$ cat config.mk
export PLATFORM = sky130hd
export DESIGN_NAME = pattern_match_sched
export DESIGN_NICKNAME = d
export VERILOG_FILES = /design/src/rtl/pattern_match_sched.sv
export SDC_FILE = /design/constraint.sdc
export NUM_CORES = 1
export LEC_CHECK = 0
export CELL_PAD_IN_SITES_DETAIL_PLACEMENT = 1
export CELL_PAD_IN_SITES_GLOBAL_PLACEMENT = 1
export CORE_ASPECT_RATIO = 1.75
export CORE_MARGIN = 3
export CORE_UTILIZATION = 36
export DETAILED_ROUTE_END_ITERATION = 12
export PLACE_DENSITY_LB_ADDON = 0.1
export SETUP_SLACK_MARGIN = 0.05
export SYNTH_ARGS = -nofsm -noshare
export SYNTH_HDL_FRONTEND = slang
export SYNTH_SLANG_ARGS = --single-unit
$ cat constraint.sdc
create_clock -name clk -period 2.1 [get_ports clk]
set_input_delay 0.21 -clock clk [delete_from_list [all_inputs] [get_ports clk]]
set_output_delay 0.21 -clock clk [all_outputs]
set_load 0.005 [all_outputs]
$ cat src/rtl/pattern_match_sched.sv
// Round-robin scheduler sharing one serial pattern-match engine among NREQ
// bit-stream requesters; reports a per-burst match count and exit status.
module pattern_match_sched #(
  parameter int              NREQ     = 4,
  parameter int              PAT_W    = 4,
  parameter logic [PAT_W-1:0] PATTERN = 4'b1011,
  parameter int              MAX_BITS = 64,
  parameter int              CNT_W    = 8
) (
  input  logic                     clk,
  input  logic                     reset,
  input  logic [NREQ-1:0]          req,
  input  logic [NREQ-1:0]          din,
  input  logic [NREQ-1:0]          last,
  output logic [NREQ-1:0]          gnt,
  output logic                     busy,
  output logic                     match,
  output logic [$clog2(NREQ)-1:0]  match_id,
  output logic                     done,
  output logic [$clog2(NREQ)-1:0]  done_id,
  output logic [CNT_W-1:0]         match_cnt,
  output logic                     aborted,
  output logic                     overrun
);

  localparam int ID_W = $clog2(NREQ);
  localparam int BW   = $clog2(MAX_BITS + 1);

  typedef enum logic [1:0] {IDLE, BUSY, DONE} state_t;

  state_t            state;
  logic [ID_W-1:0]   rr_ptr;
  logic [ID_W-1:0]   cur_id;
  logic [PAT_W-2:0]  window;
  logic [BW-1:0]     bits_seen;

  logic              arb_found;
  logic [ID_W-1:0]   arb_sel;
  logic              lane_req;
  logic              lane_din;
  logic              lane_last;
  logic [PAT_W-1:0]  win_nxt;
  logic [BW-1:0]     bits_nxt;
  logic              hit;

  function automatic logic [BW-1:0] sat_bits(input logic [BW-1:0] v);
    return (v >= BW'(MAX_BITS)) ? v : v + 1'b1;
  endfunction

  function automatic logic [CNT_W-1:0] sat_cnt(input logic [CNT_W-1:0] v);
    return (&v) ? v : v + 1'b1;
  endfunction

  // Two descending passes: the last assignment wins, so a requester at or
  // above rr_ptr beats any below it, and the lowest index wins within a pass.
  always_comb begin
    arb_found = 1'b0;
    arb_sel   = '0;
    for (int j = NREQ - 1; j >= 0; j--) begin
      if (req[j] && (ID_W'(j) < rr_ptr)) begin
        arb_found = 1'b1;
        arb_sel   = ID_W'(j);
      end
    end
    for (int j = NREQ - 1; j >= 0; j--) begin
      if (req[j] && (ID_W'(j) >= rr_ptr)) begin
        arb_found = 1'b1;
        arb_sel   = ID_W'(j);
      end
    end
  end

  always_comb begin
    lane_req  = req[cur_id];
    lane_din  = din[cur_id];
    lane_last = last[cur_id];
    win_nxt   = {window, lane_din};
    bits_nxt  = sat_bits(bits_seen);
    hit       = (bits_nxt >= BW'(PAT_W)) && (win_nxt == PATTERN);
  end

  assign busy = (state != IDLE);

  always_ff @(posedge clk or posedge reset) begin
    if (reset) begin
      state     <= IDLE;
      rr_ptr    <= '0;
      cur_id    <= '0;
      window    <= '0;
      bits_seen <= '0;
      gnt       <= '0;
      match     <= 1'b0;
      match_id  <= '0;
      done      <= 1'b0;
      done_id   <= '0;
      match_cnt <= '0;
      aborted   <= 1'b0;
      overrun   <= 1'b0;
    end else begin
      match <= 1'b0;
      case (state)
        IDLE: begin
          if (arb_found) begin
            cur_id    <= arb_sel;
            gnt       <= NREQ'(1) << arb_sel;
            window    <= '0;
            bits_seen <= '0;
            match_cnt <= '0;
            aborted   <= 1'b0;
            overrun   <= 1'b0;
            state     <= BUSY;
          end
        end
        BUSY: begin
          if (!lane_req) begin
            aborted <= 1'b1;
            gnt     <= '0;
            done    <= 1'b1;
            done_id <= cur_id;
            state   <= DONE;
          end else begin
            window    <= win_nxt[PAT_W-2:0];
            bits_seen <= bits_nxt;
            if (hit) begin
              match     <= 1'b1;
              match_id  <= cur_id;
              match_cnt <= sat_cnt(match_cnt);
            end
            // last takes priority over the bit limit when both land together
            if (lane_last || (bits_nxt == BW'(MAX_BITS))) begin
              overrun <= !lane_last;
              gnt     <= '0;
              done    <= 1'b1;
              done_id <= cur_id;
              state   <= DONE;
            end
          end
        end
        DONE: begin
          done   <= 1'b0;
          rr_ptr <= (cur_id == ID_W'(NREQ - 1)) ? '0 : cur_id + 1'b1;
          state  <= IDLE;
        end
        default: state <= IDLE;
      endcase
    end
  end

endmodule

# ---- Yosys cells after proc, flatten, opt, wreduce, memory -nomap -nowiden
# Cells that the tools add are included.
dict set report classes {
  addsub 3
  n_lt_le_gt_ge 11
  eq_ne 13
  n_shift 1
  n_mux 57
  reduce_logical 26
}
# operator count
set op_table {}
lappend op_table {{two-way mux 8 bit} 4}
lappend op_table {{two-way mux 2 bit} 14}
lappend op_table {{two-way mux 7 bit} 3}
lappend op_table {{two-way mux 1 bit} 20}
lappend op_table {{one-hot mux 8 bit (2 select lines)} 1}
lappend op_table {{one-hot mux 7 bit (2 select lines)} 1}
lappend op_table {{two-way mux 4 bit} 3}
lappend op_table {{!= test 2 bit, second input constant} 6}
lappend op_table {{AND reduction 3 bit} 4}
lappend op_table {{logical AND 1 bit} 9}
lappend op_table {{adder 8 x 1 -> 8 bit, second input constant} 1}
lappend op_table {{one-hot mux 4 bit (2 select lines)} 1}
lappend op_table {{AND reduction 2 bit} 4}
lappend op_table {{AND reduction 8 bit} 1}
lappend op_table {{adder 7 x 1 -> 7 bit, second input constant} 1}
lappend op_table {{equality test 7 bit, second input constant} 1}
lappend op_table {{greater-or-equal comparator 7 x 3 -> 1 bit, second input constant} 1}
lappend op_table {{greater-or-equal comparator 7 bit, second input constant} 1}
lappend op_table {{binary-select mux 1 bit (select 2 bit)} 3}
lappend op_table {{two-way mux 3 bit} 2}
lappend op_table {{one-hot mux 1 bit (2 select lines)} 3}
lappend op_table {{one-hot mux 3 bit (2 select lines)} 1}
lappend op_table {{nonzero test 2 bit} 3}
lappend op_table {{AND reduction 5 bit} 1}
lappend op_table {{17 further kinds} 22}
dict set report word_totals {
  register_bits 36
}

# ---- Logic depth before layout (Yosys ltp)
dict set report depth {
  ltp_word 13
  ltp_mapped 8
  ltp_nobuf 7
}

# ---- Least setup slack after synthesis
# OpenSTA, ideal clock, no wires.
dict set report synth_path {
  path_kind {register to register}
  start {register cur_id[0]}
  end {register match_cnt[3]}
  t_arrival_ns 1.876
  t_required_ns 2.022
  path_slack_ns 0.146
  path_stages_with_launch 8
  path_buffers 1
  period_less_slack_ns 1.954
  path_cell_list {dfrtp_1 buf_6 mux4_2 and4b_1 o21ai_1 a211o_1 or3_1 a21oi_1}
}
dict set report synth_via {
  elab_chain_cells 6
  elab_cells_between_ends 9
  classes_between {eq/ne (3); mux (4); reduce/logical (2)}
}
# item line_no
set synth_rtl {}
lappend synth_rtl {{from (decl)} 33} ;# logic [ID_W-1:0] cur_id;
lappend synth_rtl {{from (signal assigned)} 104} ;# cur_id <= arb_sel;
lappend synth_rtl {{binary-select mux 1 bit (select 2 bit)} 75} ;# lane_din = din[cur_id];
lappend synth_rtl {{two-way mux 1 bit (not written as such)} 75}
lappend synth_rtl {{equality test 4 bit} 79} ;# hit = (bits_nxt >= BW'(PAT_W)) && (win_nxt == PATTERN);
lappend synth_rtl {{logical AND 1 bit} 79}
lappend synth_rtl {{!= test 2 bit (no source line)} n/a}
lappend synth_rtl {{AND reduction 5 bit (no source line) *} n/a}
lappend synth_rtl {{to (signal assigned)} 127} ;# match_cnt <= sat_cnt(match_cnt);
lappend synth_rtl {{to (decl)} 21} ;# output logic [CNT_W-1:0] match_cnt,
# Mark *: on every way between the ends. The rest lies on a longest branch, timed or not. The select of a mux whose other input is x is not followed.
# A chain may end at the register's enable or synchronous reset.

# ---- Worst setup path after layout
dict set report layout_path {
  start {register cur_id[0]}
  end {register match_cnt[0]}
}
# Same word-level chain as after synthesis.

==> results.yml <==
outcome:
  status: "finished, violations left"
  violations: "negative setup slack"
power_and_ir_drop:
  power_density_nw_per_um2: 1220
  peakVddDrop_v: 0.000752
  p_comb_frac: 0.563
  swShare: 0.376
  power.internal_mw: 2.21
  pwr-share-seq: 0.294
  p_leak_nw: 1.28
  clkPwrFrac: 0.143
  power.switching_mw: 1.33
worst_setup_path:
  path_class: "reg -> reg"
  worstPathRequired_ns: 2.28
  endpoint_kind: "flip-flop"
  start_kind: "flip-flop"
  r2r_cells: 7
  r2r_end: "match_cnt[0]"
  arrival_ns: 2.32
  path_max_fanout: 7
  r2r_setup_slack_ns: -0.04
  r2r_start: "cur_id[0]"
grt:
  antenna_found_initial: 0
  gr-usage-all-layers: 0.217
  grt_overflow_total: 0
  grt_max_degree: 37
  grt_pass1_vias: 2077
  grt_pass1_wl_mm: 10.0
logic_synthesis:
  ys.flop_type: "dfrtp_1"
  synthArstFlopShare: 1.00
  ys_ff_latch: 36
  synth_seq_area_share: 0.471
  yosysTopAreaCell: "dfrtp_1"
  post_synth_num_cell_types: 38
  synth_fp_nets: 220
  syn_area_sq_um: 1910
  synth_edf_count: 0
  synth_top_area_share: 0.471
  syn_avg_cell_area_sq_um: 9.48
  yosys_warnings: 0
  ys_top_cells_by_area: "dfrtp_1 (47%), nand2_1 (5.5%), mux4_2 (4.7%)"
  synthCells: 202
sta:
  worstMarginPinSlew_ns: 0.478
  max_clock_freq_ghz: 0.467
  setup_slack_ns: -0.0408
  maxSlewHeadroom: 0.681
  drv_slew: 0
  whs_ns: 0.338
  final-hold-violation-count: 0
  rsz0062_at_grt: "true"
  setup_viol: 6
  layout_min_cycle_time_ns: 2.14
  skew_ns: 0.00596
  period_share: 1.02
min_path:
  min-delay-path-class: "in -> async"
flow_run:
  maxCapViolCount: 0
clock_tree:
  clockBufferDepth: 2
  clock_sinks: 36
  clockRootBuffer: "clkbuf_8"
  numCtsBuffers: 5
  cts_tree: "done"
  h-tree-depth: 2
  clk_pin_slew_ns: 0.07
  clock_latency_ns: 0.29
  cts-hold-fix-buffers: 0
placement:
  port_buffers: 34
  pre_cts_ws_ns: -0.259
  dp_hpwl_mm: 4.53
  routabilityCongestion: 0.761
  place_area_sq_um: 2530
layout:
  area_delta_synth_final_pct: 51.2
  fin_nets: 295
  drive_gt1_frac: 0.317
  finalInstanceArea_sq_um: 2900
  final_cell_mix: "dfrtp_1 (35), buf_4 (35), clkdlybuf4s50_1 (34), nand2_1 (25), o21ai_0 (13)"
  num_antenna_cells: 0
floorplan:
  start_util: 0.378
  rows: 34
  core-area_sq_um: 5060
  fp.dieH_um: 102
  io_pins: 35
  dieArea_sq_um: 6260
  die_w_um: 61.1
route:
  vias_per_cell: 5.63
  routedWlPerCell_um: 18.7
  vias: 1869
  drt-total-wl_mm: 6.19
  drc: 0
  drt_first_pass_iters: 4
  drtIter0Drc: 48
  ant_nets: 0
[cells in the mapped netlist (all sizes together), types with 2 or more instances]
cell type,n
nand3,6
nor2,15
a31o,2
inv,11
o22ai,2
and3,3
o21ai,19
mux2,6
a32o,2
buf,3
nor3,5
a31oi,3
nor4,3
clkbuf,5
dfrtp,36
a21oi,14
and2,2
ha,4
or3,6
nand2,28
nor2b,2
mux4,4
nand2b,6
o31ai,5
[worst max-delay path, stage by stage, from the launching register on]
cell and delay [ns]:
dfrtp_2 0.46, mux4_2 0.38, and4b_1 0.21, o21ai_2 0.08
a211o_1 0.32, bufbuf_16 0.29, buf_4 0.13, a21o_1 0.16
[what timing repair did]
action	in CTS	in global routing
pin swaps	11	19
buffers inserted	7	5
gates resized for setup	11	29
hold endpoints to repair	0	0
cloned	1	0
endpoints found under the setup margin	17	18
[registers in the layout (all words and copies together) (netlist names)]
name and flops:
overrun 1, match 1, window 3, state 2, match_cnt 8, gnt 4, cur_id 2, match_id 2
done 1, rr_ptr 2, aborted 1, bits_seen 7, done_id 2
[metal layers]
layer / vias to the layer above / share of wire / track usage
li1: 868 / - / -
met1: 942 / 0.35 / 0.217
met2: 41 / 0.59 / 0.411
met3: 18 / 0.028 / 0.0379
met4: 0 / 0.035 / 0.0985
met5: - / 0 / 0
[stage by stage]
stage	setup TNS, ns	power (mW)	cells	util
detailed placement	-2.70	2.59	313	0.499
CTS	-0.416	3.37	329	0.541
global placement	-1.23	2.48	313	0.499
global route	-0.865	3.79	332	0.572
floorplan	0	1.80	202	-
finish	-0.152	3.54	332	0.572
[power groups by stage]
stage          registers [mW]  logic (mW)  clock network [mW]
5_1_grt                  1.06        2.17               0.553
2_1_floorplan           0.996       0.803                   0
4_1_cts                  1.03        1.82               0.520
6_report                 1.04        1.99               0.507
3_3_place_gp             1.02        1.46                   0
3_5_place_dp             1.04        1.55                   0
[layout make-up]
type,instances,area (sq um)
clock buffer,8,90.1
fill,556,2170
inverter,11,43.8
multi-input combinational,147,1080
sequential,36,902
tap,54,67.6
timing repair buffer,76,712
[how the worst max path moves through the flow]
stage	start	endpoint	slack, ns
after floorplan	cur_id[0]	match_cnt[3]	0.15
after global placement	din[1]	match_cnt[7]	-0.16
after detailed placement	req[1]	match_cnt[5]	-0.26
after CTS	cur_id[0]	match_cnt[1]	-0.06
after global routing	cur_id[0]	match_cnt[0]	-0.09
final	cur_id[0]	match_cnt[0]	-0.04
[cells by family after synthesis]
logic type,share of synthesized area
multiplexers,0.0824
AO/OA/AOI/OAI,0.175
AND/OR/NAND/NOR,0.204
adder cells (fa/ha/maj),0.0261
flip-flops,0.471
buffers and inverters,0.0425
(Power assumes the default switching activity.)
